File: src/rtl/vscpu_sys_ctrl_if.sv
// Host/core/RAM signal bundle for the VSCPU system controller.
// The slave modport is the controller's view; the master modport is the environment's view.
interface vscpu_sys_ctrl_if #(
    parameter int AW = 14,
    parameter int DW = 32
);
    logic          load_valid;
    logic [DW-1:0] load_data;
    logic          load_last;
    logic          load_ready;
    logic          start;
    logic          stop;
    logic [31:0]   run_cycles;
    logic          dbg_req;
    logic [AW-1:0] dbg_addr;
    logic [DW-1:0] dbg_rdata;
    logic          dbg_rvalid;
    logic          cpu_rst;
    logic          cpu_we;
    logic [AW-1:0] cpu_addr;
    logic [DW-1:0] cpu_wdata;
    logic          ram_we;
    logic [AW-1:0] ram_addr;
    logic [DW-1:0] ram_wdata;
    logic [DW-1:0] ram_rdata;
    logic          loaded;
    logic          load_err;
    logic          halted;
    logic [31:0]   cycles_run;

    modport slave (
        input  load_valid, load_data, load_last, start, stop, run_cycles,
               dbg_req, dbg_addr, cpu_we, cpu_addr, cpu_wdata, ram_rdata,
        output load_ready, dbg_rdata, dbg_rvalid, cpu_rst, ram_we, ram_addr,
               ram_wdata, loaded, load_err, halted, cycles_run
    );

    modport master (
        output load_valid, load_data, load_last, start, stop, run_cycles,
               dbg_req, dbg_addr, cpu_we, cpu_addr, cpu_wdata, ram_rdata,
        input  load_ready, dbg_rdata, dbg_rvalid, cpu_rst, ram_we, ram_addr,
               ram_wdata, loaded, load_err, halted, cycles_run
    );
endinterface

File: src/rtl/vscpu_sys_ctrl.sv
// VSCPU system controller: loads a program image into the shared RAM, runs the
// core for a bounded number of cycles, halts it and serves host debug reads.
//
// state  | meaning
// -------+-----------------------------------------------------------
// IDLE   | core in reset, waiting for load / start / debug read
// LOAD   | streaming image words into RAM, one per handshake
// RUN    | core out of reset, owns the RAM port
// HALT   | run finished, core in reset, RAM contents preserved
// DRD    | debug read data phase, returns to IDLE or HALT
module vscpu_sys_ctrl #(
    parameter int AW = 14,
    parameter int DW = 32
) (
    input  logic            clk,
    input  logic            rst,
    vscpu_sys_ctrl_if.slave bus
);

    typedef enum logic [2:0] {
        S_IDLE,
        S_LOAD,
        S_RUN,
        S_HALT,
        S_DRD
    } state_t;

    state_t        state, state_nx;
    logic [AW-1:0] ptr;
    logic [31:0]   budget_cnt;
    logic [31:0]   cycles_run;
    logic [DW-1:0] dbg_rdata;
    logic          dbg_rvalid;
    logic          drd_ret_halt;
    logic          loaded, load_err, halted;
    logic          load_ready;
    logic          ram_we;
    logic [AW-1:0] ram_addr;
    logic [DW-1:0] ram_wdata;
    logic          ptr_max;
    logic          run_done;

    assign ptr_max  = (ptr == '1);
    // budget_cnt counts down from the latched budget; terminal count 1 ends the run
    assign run_done = (budget_cnt == 32'd1) || bus.stop;

    // Next-state decode and RAM port steering
    always_comb begin
        state_nx   = state;
        load_ready = 1'b0;
        ram_we     = 1'b0;
        ram_addr   = '0;
        ram_wdata  = '0;
        case (state)
            S_IDLE, S_HALT: begin
                if (bus.load_valid) begin
                    state_nx = S_LOAD;
                end else if (bus.start) begin
                    if (loaded) state_nx = S_RUN;
                end else if (bus.dbg_req) begin
                    state_nx = S_DRD;
                    ram_addr = bus.dbg_addr;
                end
            end
            S_LOAD: begin
                load_ready = 1'b1;
                if (bus.load_valid) begin
                    ram_we    = 1'b1;
                    ram_addr  = ptr;
                    ram_wdata = bus.load_data;
                    if (bus.load_last || ptr_max) state_nx = S_IDLE;
                end
            end
            S_RUN: begin
                ram_we    = bus.cpu_we;
                ram_addr  = bus.cpu_addr;
                ram_wdata = bus.cpu_wdata;
                if (run_done) state_nx = S_HALT;
            end
            S_DRD: begin
                state_nx = drd_ret_halt ? S_HALT : S_IDLE;
            end
            default: state_nx = S_IDLE;
        endcase
    end

    // State register
    always_ff @(posedge clk) begin
        if (rst) state <= S_IDLE;
        else     state <= state_nx;
    end

    // Load pointer, run counters, status flags and debug capture
    always_ff @(posedge clk) begin
        if (rst) begin
            ptr          <= '0;
            budget_cnt   <= '0;
            cycles_run   <= '0;
            dbg_rdata    <= '0;
            dbg_rvalid   <= 1'b0;
            drd_ret_halt <= 1'b0;
            loaded       <= 1'b0;
            load_err     <= 1'b0;
            halted       <= 1'b0;
        end else begin
            dbg_rvalid <= (state == S_DRD);
            case (state)
                S_IDLE, S_HALT: begin
                    if (bus.load_valid) begin
                        ptr      <= '0;
                        loaded   <= 1'b0;
                        halted   <= 1'b0;
                        load_err <= 1'b0;
                    end else if (bus.start) begin
                        if (loaded) begin
                            budget_cnt <= bus.run_cycles;
                            cycles_run <= '0;
                            halted     <= 1'b0;
                        end
                    end else if (bus.dbg_req) begin
                        drd_ret_halt <= (state == S_HALT);
                    end
                end
                S_LOAD: begin
                    if (bus.load_valid) begin
                        if (bus.load_last || ptr_max) begin
                            loaded   <= 1'b1;
                            load_err <= ~bus.load_last;
                        end else begin
                            ptr <= ptr + 1'b1;
                        end
                    end
                end
                S_RUN: begin
                    if (cycles_run != '1) cycles_run <= cycles_run + 32'd1;
                    if (budget_cnt != '0) budget_cnt <= budget_cnt - 32'd1;
                    if (run_done) halted <= 1'b1;
                end
                S_DRD: begin
                    dbg_rdata <= bus.ram_rdata;
                end
                default: ;
            endcase
        end
    end

    assign bus.cpu_rst    = (state != S_RUN);
    assign bus.load_ready = load_ready;
    assign bus.ram_we     = ram_we;
    assign bus.ram_addr   = ram_addr;
    assign bus.ram_wdata  = ram_wdata;
    assign bus.dbg_rdata  = dbg_rdata;
    assign bus.dbg_rvalid = dbg_rvalid;
    assign bus.loaded     = loaded;
    assign bus.load_err   = load_err;
    assign bus.halted     = halted;
    assign bus.cycles_run = cycles_run;

endmodule

File: src/flat_wrapper.sv
// flat-port wrapper written by rule: the top's interface ports become plain ports
module vscpu_sys_ctrl_flat 
#(
    parameter int AW = 14,
    parameter int DW = 32
)
  (clk, rst, bus_load_valid, bus_load_data, bus_load_last, bus_start, bus_stop, bus_run_cycles, bus_dbg_req, bus_dbg_addr, bus_cpu_we, bus_cpu_addr, bus_cpu_wdata, bus_ram_rdata, bus_load_ready, bus_dbg_rdata, bus_dbg_rvalid, bus_cpu_rst, bus_ram_we, bus_ram_addr, bus_ram_wdata, bus_loaded, bus_load_err, bus_halted, bus_cycles_run);
  vscpu_sys_ctrl_if #(.AW(AW), .DW(DW)) bus_i ();
  input  logic clk;
  input  logic rst;
  input wire logic [$bits(bus_i.load_valid)-1:0] bus_load_valid;
  input wire logic [$bits(bus_i.load_data)-1:0] bus_load_data;
  input wire logic [$bits(bus_i.load_last)-1:0] bus_load_last;
  input wire logic [$bits(bus_i.start)-1:0] bus_start;
  input wire logic [$bits(bus_i.stop)-1:0] bus_stop;
  input wire logic [$bits(bus_i.run_cycles)-1:0] bus_run_cycles;
  input wire logic [$bits(bus_i.dbg_req)-1:0] bus_dbg_req;
  input wire logic [$bits(bus_i.dbg_addr)-1:0] bus_dbg_addr;
  input wire logic [$bits(bus_i.cpu_we)-1:0] bus_cpu_we;
  input wire logic [$bits(bus_i.cpu_addr)-1:0] bus_cpu_addr;
  input wire logic [$bits(bus_i.cpu_wdata)-1:0] bus_cpu_wdata;
  input wire logic [$bits(bus_i.ram_rdata)-1:0] bus_ram_rdata;
  output wire logic [$bits(bus_i.load_ready)-1:0] bus_load_ready;
  output wire logic [$bits(bus_i.dbg_rdata)-1:0] bus_dbg_rdata;
  output wire logic [$bits(bus_i.dbg_rvalid)-1:0] bus_dbg_rvalid;
  output wire logic [$bits(bus_i.cpu_rst)-1:0] bus_cpu_rst;
  output wire logic [$bits(bus_i.ram_we)-1:0] bus_ram_we;
  output wire logic [$bits(bus_i.ram_addr)-1:0] bus_ram_addr;
  output wire logic [$bits(bus_i.ram_wdata)-1:0] bus_ram_wdata;
  output wire logic [$bits(bus_i.loaded)-1:0] bus_loaded;
  output wire logic [$bits(bus_i.load_err)-1:0] bus_load_err;
  output wire logic [$bits(bus_i.halted)-1:0] bus_halted;
  output wire logic [$bits(bus_i.cycles_run)-1:0] bus_cycles_run;
  assign bus_i.load_valid = bus_load_valid;
  assign bus_i.load_data = bus_load_data;
  assign bus_i.load_last = bus_load_last;
  assign bus_i.start = bus_start;
  assign bus_i.stop = bus_stop;
  assign bus_i.run_cycles = bus_run_cycles;
  assign bus_i.dbg_req = bus_dbg_req;
  assign bus_i.dbg_addr = bus_dbg_addr;
  assign bus_i.cpu_we = bus_cpu_we;
  assign bus_i.cpu_addr = bus_cpu_addr;
  assign bus_i.cpu_wdata = bus_cpu_wdata;
  assign bus_i.ram_rdata = bus_ram_rdata;
  assign bus_load_ready = bus_i.load_ready;
  assign bus_dbg_rdata = bus_i.dbg_rdata;
  assign bus_dbg_rvalid = bus_i.dbg_rvalid;
  assign bus_cpu_rst = bus_i.cpu_rst;
  assign bus_ram_we = bus_i.ram_we;
  assign bus_ram_addr = bus_i.ram_addr;
  assign bus_ram_wdata = bus_i.ram_wdata;
  assign bus_loaded = bus_i.loaded;
  assign bus_load_err = bus_i.load_err;
  assign bus_halted = bus_i.halted;
  assign bus_cycles_run = bus_i.cycles_run;
  vscpu_sys_ctrl #(.AW(AW), .DW(DW)) u_core (.clk(clk), .rst(rst), .bus(bus_i));
endmodule
File: config.mk
export PLATFORM = sky130hd
export DESIGN_NAME = vscpu_sys_ctrl_flat
export DESIGN_NICKNAME = d
export VERILOG_FILES = /design/src/rtl/vscpu_sys_ctrl_if.sv /design/src/rtl/vscpu_sys_ctrl.sv /design/src/flat_wrapper.sv
export SDC_FILE = /design/constraint.sdc
export NUM_CORES = 1
export LEC_CHECK = 0
export ABC_AREA = 1
export CAP_MARGIN = 20
export CORE_UTILIZATION = 49
export CTS_CLUSTER_DIAMETER = 30
export CTS_CLUSTER_SIZE = 10
export DETAILED_ROUTE_END_ITERATION = 16
export PLACE_DENSITY_LB_ADDON = 0.05
export SLEW_MARGIN = 10
export SYNTH_ARGS = -nofsm -noshare
export SYNTH_HDL_FRONTEND = slang
export SYNTH_SLANG_ARGS = --single-unit
export TNS_END_PERCENT = 1
File: constraint.sdc
create_clock -name clk -period 3.91 [get_ports clk]
set_clock_uncertainty 0.15 [all_clocks]
set_input_delay 0.391 -clock clk [delete_from_list [all_inputs] [get_ports clk]]
set_output_delay 0.391 -clock clk [all_outputs]
set_load 0.03 [all_outputs]
# --- Word level (Yosys, flattened, before mapping) ---
# Index checks and enable logic that the tools add are counted.
word_totals:
  inputBits: 164
  regBits: 118
op_classes:
  n_reduce_logical: 14
  bitwise: 3
  eq_ne: 22
  mux: 45
  n_addsub: 3
ops:
  columns: ["operator", "n"]
  rows:
  - ["32-bit two-way mux", 9]
  - ["32-bit one-hot mux with 2 select lines", 3]
  - ["14-bit two-way mux", 7]
  - ["14-bit one-hot mux with 3 select lines", 1]
  - ["32-bit by 1-bit adder with 32-bit output, second input constant", 1]
  - ["32-bit by 1-bit equality test with 1-bit output, second input constant", 1]
  - ["32-bit != test, second input constant", 1]
  - ["32-bit nonzero test", 1]
  - ["32-bit by 1-bit subtractor with 32-bit output, second input constant", 1]
  - ["14-bit one-hot mux with 2 select lines", 1]
  - ["3-bit two-way mux", 7]
  - ["4-bit AND reduction", 4]
  - ["5-bit AND reduction", 3]
  - ["14-bit by 1-bit adder with 14-bit output, second input constant", 1]
  - ["14-bit equality test, second input constant", 1]
  - ["3-bit one-hot mux with 4 select lines", 1]
  - ["1-bit two-way mux", 11]
  - ["2-bit by 1-bit != test with 1-bit output, second input constant", 5]
  - ["2-bit != test, second input constant", 5]
  - ["1-bit one-hot mux with 2 select lines", 4]
  - ["3-bit by 2-bit equality test with 1-bit output, second input constant", 2]
  - ["3-bit by 2-bit != test with 1-bit output, second input constant", 2]
  - ["4-bit by 3-bit != test with 1-bit output, second input constant", 1]
  - ["4-bit != test, second input constant", 1]
  - ["9 further kinds", 13]

# --- Depth between registers and ports, before layout ---
depth:
  word_depth: 5
  mapped_depth: 13
  ltp_nobuf: 12

# --- Least setup slack after synthesis ---
# OpenSTA, ideal clock, no wires.
synth_path:
  path_type: "register to output"
  startpoint: "register u_core.state[1]"
  endpoint: "output port bus_ram_addr[11]"
  required_time_ps: 3369
  stages_incl_launch_ff: 9
  path_buffers: 1
  setup_slack_ps: 1563
  t_arrival_ps: 1806
  cell_sequence: "dfxtp_1 -> inv_1 -> nand2_1 -> inv_1 -> nand2_1 -> nor2_2 -> inv_1 -> clkbuf_1 -> o21ai_0"
synth_between:
  elab_chain_len: 3
synth_rtl:
  columns: ["element", "line", "text"]
  rows:
  - ["start: declaration", "vscpu_sys_ctrl.sv:28", "state_t state, state_nx;"]
  - ["start signal: assignment", "vscpu_sys_ctrl.sv:90", "else state <= state_nx;"]
  - ["3-bit by 2-bit equality test with 1-bit output or 3-bit zero test (tied branches)", "vscpu_sys_ctrl.sv:54", "case (state)"]
  - ["2-bit OR reduction", "vscpu_sys_ctrl.sv:54", null]
  - ["14-bit one-hot mux with 3 select lines (*)", "vscpu_sys_ctrl.sv:54", null]
  - ["end: declaration", "flat_wrapper.sv:28", "output wire logic [$bits(bus_i.ram_addr)-1:0] bus_ram_addr;"]
# Every way passes the cells marked *; elsewhere a longest branch is shown, timed or not.

# --- Final worst setup path ---
layout_path:
  startpoint: "register u_core.state[1]"
  endpoint: "output port bus_ram_addr[5]"
# Same word-level chain as after synthesis.

==> summary.txt <==
RUN STATUS
-------------------------------------------------------------------------------------------
Run status                                                                     finished clean

CRITICAL PATH
-------------------------------------------------------------------------------------------
Crit-path slowest cell                                                         sky130_fd_sc_hd__o21ai_0
CP Launch Point                                                                u_core.state[1]
Most used cell, CP                                                             sky130_fd_sc_hd__inv_1
Crit Path Category                                                                  reg2out
End of the worst register-to-register path                                     u_core.budget_cnt[8]
Cell count along the critical path                                                        9
Crit. End Element                                                                output pin
Worst path bufs/invs                                                                      5
Worst Setup EP                                                                 bus_ram_addr[5]
Critical path startpoint category                                                 flip-flop
Data required time at the worst endpoint                                            3.37 ns
Worst-case register-to-register setup slack                                         1.02 ns
Depth of the worst register-to-register path                                              7
Kind of cell with the highest combined delay on the critical path              buffers and inverters
Arr. time, crit path                                                                2.73 ns
Worst-path maximum fanout                                                                36
Sequence of cells on the critical path                                         inv_1 -> nand2_1 -> inv_1 -> nand2_1 -> nor2_2 -> buf_4 -> inv_1 -> o21ai_0 -> buf_12
Largest stage delay, worst path                                                     0.41 ns
R2r startpoint                                                                 u_core.state[1]

PWR
-------------------------------------------------------------------------------------------
P per Cell Area                                                                 680 nW/um^2
Worst IR drop on VDD                                                               0.456 mV
Proportion of power drawn by flip-flops and latches                                   0.201
Sw Share                                                                              0.485
Internal power component                                                            3900 uW
Standby leakage power                                                            0.00436 uW
Part of the power in combinational logic                                              0.598
Clock network fraction of design power                                                0.201
Net switching power figure                                                          3670 uW

SYNTH
-------------------------------------------------------------------------------------------
Top post-synthesis cells by area                                               sky130_fd_sc_hd__dfxtp_1 (31%), sky130_fd_sc_hd__nand2_1 (15%), sky130_fd_sc_hd__nor2_1 (12%), sky130_fd_sc_hd__nand3_1 (6.7%), sky130_fd_sc_hd__inv_1 (5.5%)
Average size of a mapped cell                                                    6.16 sq um
Number of synthesis warnings                                                              0
Top post-synthesis cells by count                                              sky130_fd_sc_hd__nand2_1 (316), sky130_fd_sc_hd__nor2_1 (241), sky130_fd_sc_hd__dfxtp_1 (118)
Synthesized Nets                                                                       1420
Most common flop cell mapped by yosys                                          sky130_fd_sc_hd__dfxtp_1
Cell type with the largest total area after synthesis                          sky130_fd_sc_hd__dfxtp_1
Leading cell type by number of instances after synthesis                       sky130_fd_sc_hd__nand2_1
Proportion of synthesized chip area in sequential cells                               0.306
Gate count of the mapped netlist                                                       1252
Fraction of registers with async set or reset after synthesis                             0
Register bit total from synthesis                                                       118
Post-synth EDFFs                                                                          0
Cell Area, Synth                                                                 7720 sq um
Area fraction of the dominant cell type after synthesis                               0.306
Number of different library cells in the post-synthesis netlist                          42

CLOCKING
-------------------------------------------------------------------------------------------
Root buf cell                                                                  sky130_fd_sc_hd__clkbuf_16
H-tree Lvls                                                                               4
Clock slew at reported path FFs                                                     0.05 ns
CTS tree                                                                               done
TritonCTS buffer count                                                                   17
Sink Count                                                                              118
Count of hold buffers inserted by post-cts repair                                         0
# Post-CTS Setup Buffers                                                                  0
Number of gates resized after cts                                                         0
Maximum clock path buffer count                                                           2
Worst-skew pair later-pin latency                                                   0.43 ns

TIMING
-------------------------------------------------------------------------------------------
F_max                                                                               306 MHz
Final setup viols                                                                         0
Fin crit share                                                                        0.837
Number of max-slew violations in the final report                                         0
Tightest Pin Transition                                                            0.992 ns
Fin Setup TNS                                                                          0 ns
Final-report hold violation count                                                         0
Worst slew margin relative to its limit                                               0.337
RSZ-0062 raised after global routing                                                     no
Clock period minus final worst setup slack                                          3.27 ns

DETAILED ROUTING
-------------------------------------------------------------------------------------------
Total DRC errors in the routed layout                                                     0
Average wire length per cell after detail routing                                   14.8 um
Total vias in the final route                                                          9099
Length of the first detailed-routing pass in iterations                                   5
Total wirelength of the detailed-routed design                                     25600 um
Drt via density                                                                        5.25
Antenna-violating nets left                                                               0
Number of design-rule violations left by the first detailed-router iteration            855

GLOBAL ROUTE
-------------------------------------------------------------------------------------------
Largest net degree at the start of global routing                                        59
Via count of the first global-routing pass                                             7973
Overall global routing resource usage                                                 0.312
Initial antenna violation count                                                           0
Wire length of the first global-routing pass                                       39900 um
Total overflow reported by the global router                                              0

PLACED DESIGN
-------------------------------------------------------------------------------------------
Port Buf Inserts                                                                        280
Instance area after placement                                                   10600 sq um
HPWL after detailed placement                                                      18900 um
Weighted congestion reported at the end of routability-driven placement               0.923

FLOORPLANNING
-------------------------------------------------------------------------------------------
Floorplan core area                                                             15300 sq um
Standard-cell row count                                                                  45
Top-level I/O count                                                                     281
Die span in x                                                                        127 um
Vert. Die Dim                                                                        127 um
Die footprint                                                                   16300 sq um
Initial Utilization                                                                   0.506

CELLS AND AREA
-------------------------------------------------------------------------------------------
Diode insertion count for antenna repair                                                  0
Syn-to-layout area delta                                                              44.3%
Final instance area                                                             11100 sq um
Share of cells above drive strength 1                                                0.0762
NumNets Final                                                                          1678

MIN PATH
-------------------------------------------------------------------------------------------
Worst Hold Class                                                                    reg2reg

RUN
-------------------------------------------------------------------------------------------
MaxCap Viol Count                                                                         0

==> tightest hold or removal path: stages, from the launching register on <==
cell,delay [ns]
sky130_fd_sc_hd__dfxtp_1,0.29
sky130_fd_sc_hd__inv_1,0.06
sky130_fd_sc_hd__a21oi_1,0.05
==> flip-flops by register name (all words and copies together), names as in the netlist <==
register,count
u_core.ptr,14
u_core.bus.dbg_rdata,32
u_core.drd_ret_halt,1
u_core.bus.loaded,1
u_core.bus.load_err,1
u_core.bus.cycles_run,32
u_core.budget_cnt,32
u_core.state,3
u_core.bus.halted,1
u_core.bus.dbg_rvalid,1
==> power by group through the flow <==
stage                     logic [uW]  registers [uW]  clock network, uW
after floorplan                 3220            1580                  0
after global placement          4410            1540                  0
after detailed placement        4450            1540                  0
after CTS                       4490            1520               1540
after global routing            5000            1550               1580
final                           4530            1520               1520
==> layout by cell type (no fill, tap or decap), types with 2 or more instances in the layout <==
cell type                         netlist  layout
sky130_fd_sc_hd__nor3_1                13      13
sky130_fd_sc_hd__clkinvlp_4             0       6
sky130_fd_sc_hd__clkinv_2               0       4
sky130_fd_sc_hd__xnor2_1                2       2
sky130_fd_sc_hd__ha_1                   4       4
sky130_fd_sc_hd__nand2_2                7       7
sky130_fd_sc_hd__clkdlybuf4s50_1        0     265
sky130_fd_sc_hd__nor2_2                 5       5
sky130_fd_sc_hd__dfxtp_1              118     118
sky130_fd_sc_hd__nand2_4                4       4
sky130_fd_sc_hd__xor2_1                11      11
sky130_fd_sc_hd__nor2_1               241     241
sky130_fd_sc_hd__o21ai_0               72      72
sky130_fd_sc_hd__buf_4                  7      24
sky130_fd_sc_hd__o21ai_1                3       3
sky130_fd_sc_hd__nand3b_1               2       2
sky130_fd_sc_hd__inv_1                113     113
sky130_fd_sc_hd__a21oi_1               68      68
sky130_fd_sc_hd__nand4_2                2       2
sky130_fd_sc_hd__or2_2                 18      18
sky130_fd_sc_hd__nor2_4                 7       7
sky130_fd_sc_hd__o211ai_1               5       5
sky130_fd_sc_hd__nand4_1               21      21
sky130_fd_sc_hd__a21oi_2                2       2
sky130_fd_sc_hd__nand3_2                3       3
sky130_fd_sc_hd__inv_2                  4       4
sky130_fd_sc_hd__a22oi_1                9       9
sky130_fd_sc_hd__buf_12                 0       2
sky130_fd_sc_hd__nand2_1              316     316
sky130_fd_sc_hd__clkbuf_16              0      17
sky130_fd_sc_hd__o22ai_1                2       2
sky130_fd_sc_hd__o21ai_2                2       2
sky130_fd_sc_hd__bufinv_16              0       2
sky130_fd_sc_hd__nand3_1              103     103
sky130_fd_sc_hd__a22o_1                32      32
==> cell families after synthesis <==
| group | share of synthesized area |
|---|---|
| and+or+nand+nor | 0.419 |
| buffers and inverters | 0.0963 |
| xor gates and xnor gates | 0.0148 |
| DFF | 0.306 |
| adders and majority gates | 0.00649 |
| AOI/OAI and AO/OA | 0.156 |
| muxes | 0.00130 |
==> metrics by stage <==
stage                      util  setup slack (ns)  instances  total power (uW)  hold WS, ns
after floorplan               -              1.56       1252              4800        0.272
after global routing      0.729             0.401       1733              8130        0.333
after detailed placement  0.692             0.895       1702              5990        0.292
after global placement    0.692             0.942       1702              5940        0.283
final                     0.729             0.638       1733              7570        0.303
after CTS                 0.729             0.631       1733              7540        0.302
==> worst min path at each step <==
stage                        start                   to  slack, ns  cells past startpoint
6_report       u_core.drd_ret_halt  u_core.drd_ret_halt       0.30                      2
5_1_grt        u_core.bus.load_err  u_core.bus.load_err       0.33                      2
4_1_cts        u_core.drd_ret_halt  u_core.drd_ret_halt       0.30                      2
3_5_place_dp   u_core.drd_ret_halt  u_core.drd_ret_halt       0.29                      2
3_3_place_gp   u_core.drd_ret_halt  u_core.drd_ret_halt       0.28                      2
2_1_floorplan  u_core.drd_ret_halt  u_core.drd_ret_halt       0.27                      2
==> final cells by class <==
class / instances / area [sq um]
fillers: 1308 / 4130
clock buffers: 18 / 439
clock inverters: 13 / 134
multi-input cells: 963 / 4610
repair buffers: 292 / 2880
well taps: 211 / 264
flip-flops and latches: 118 / 2360
inverters: 118 / 443
==> metal layers <==
layer,up-vias,GRT usage,part of all wire
met2,414,0.477,0.43
li1,4574,-,-
met5,-,0,0
met4,0,0.0903,0.014
met1,4071,0.429,0.45
met3,40,0.0850,0.10
Note: power is estimated with default switching activity, not from simulation.
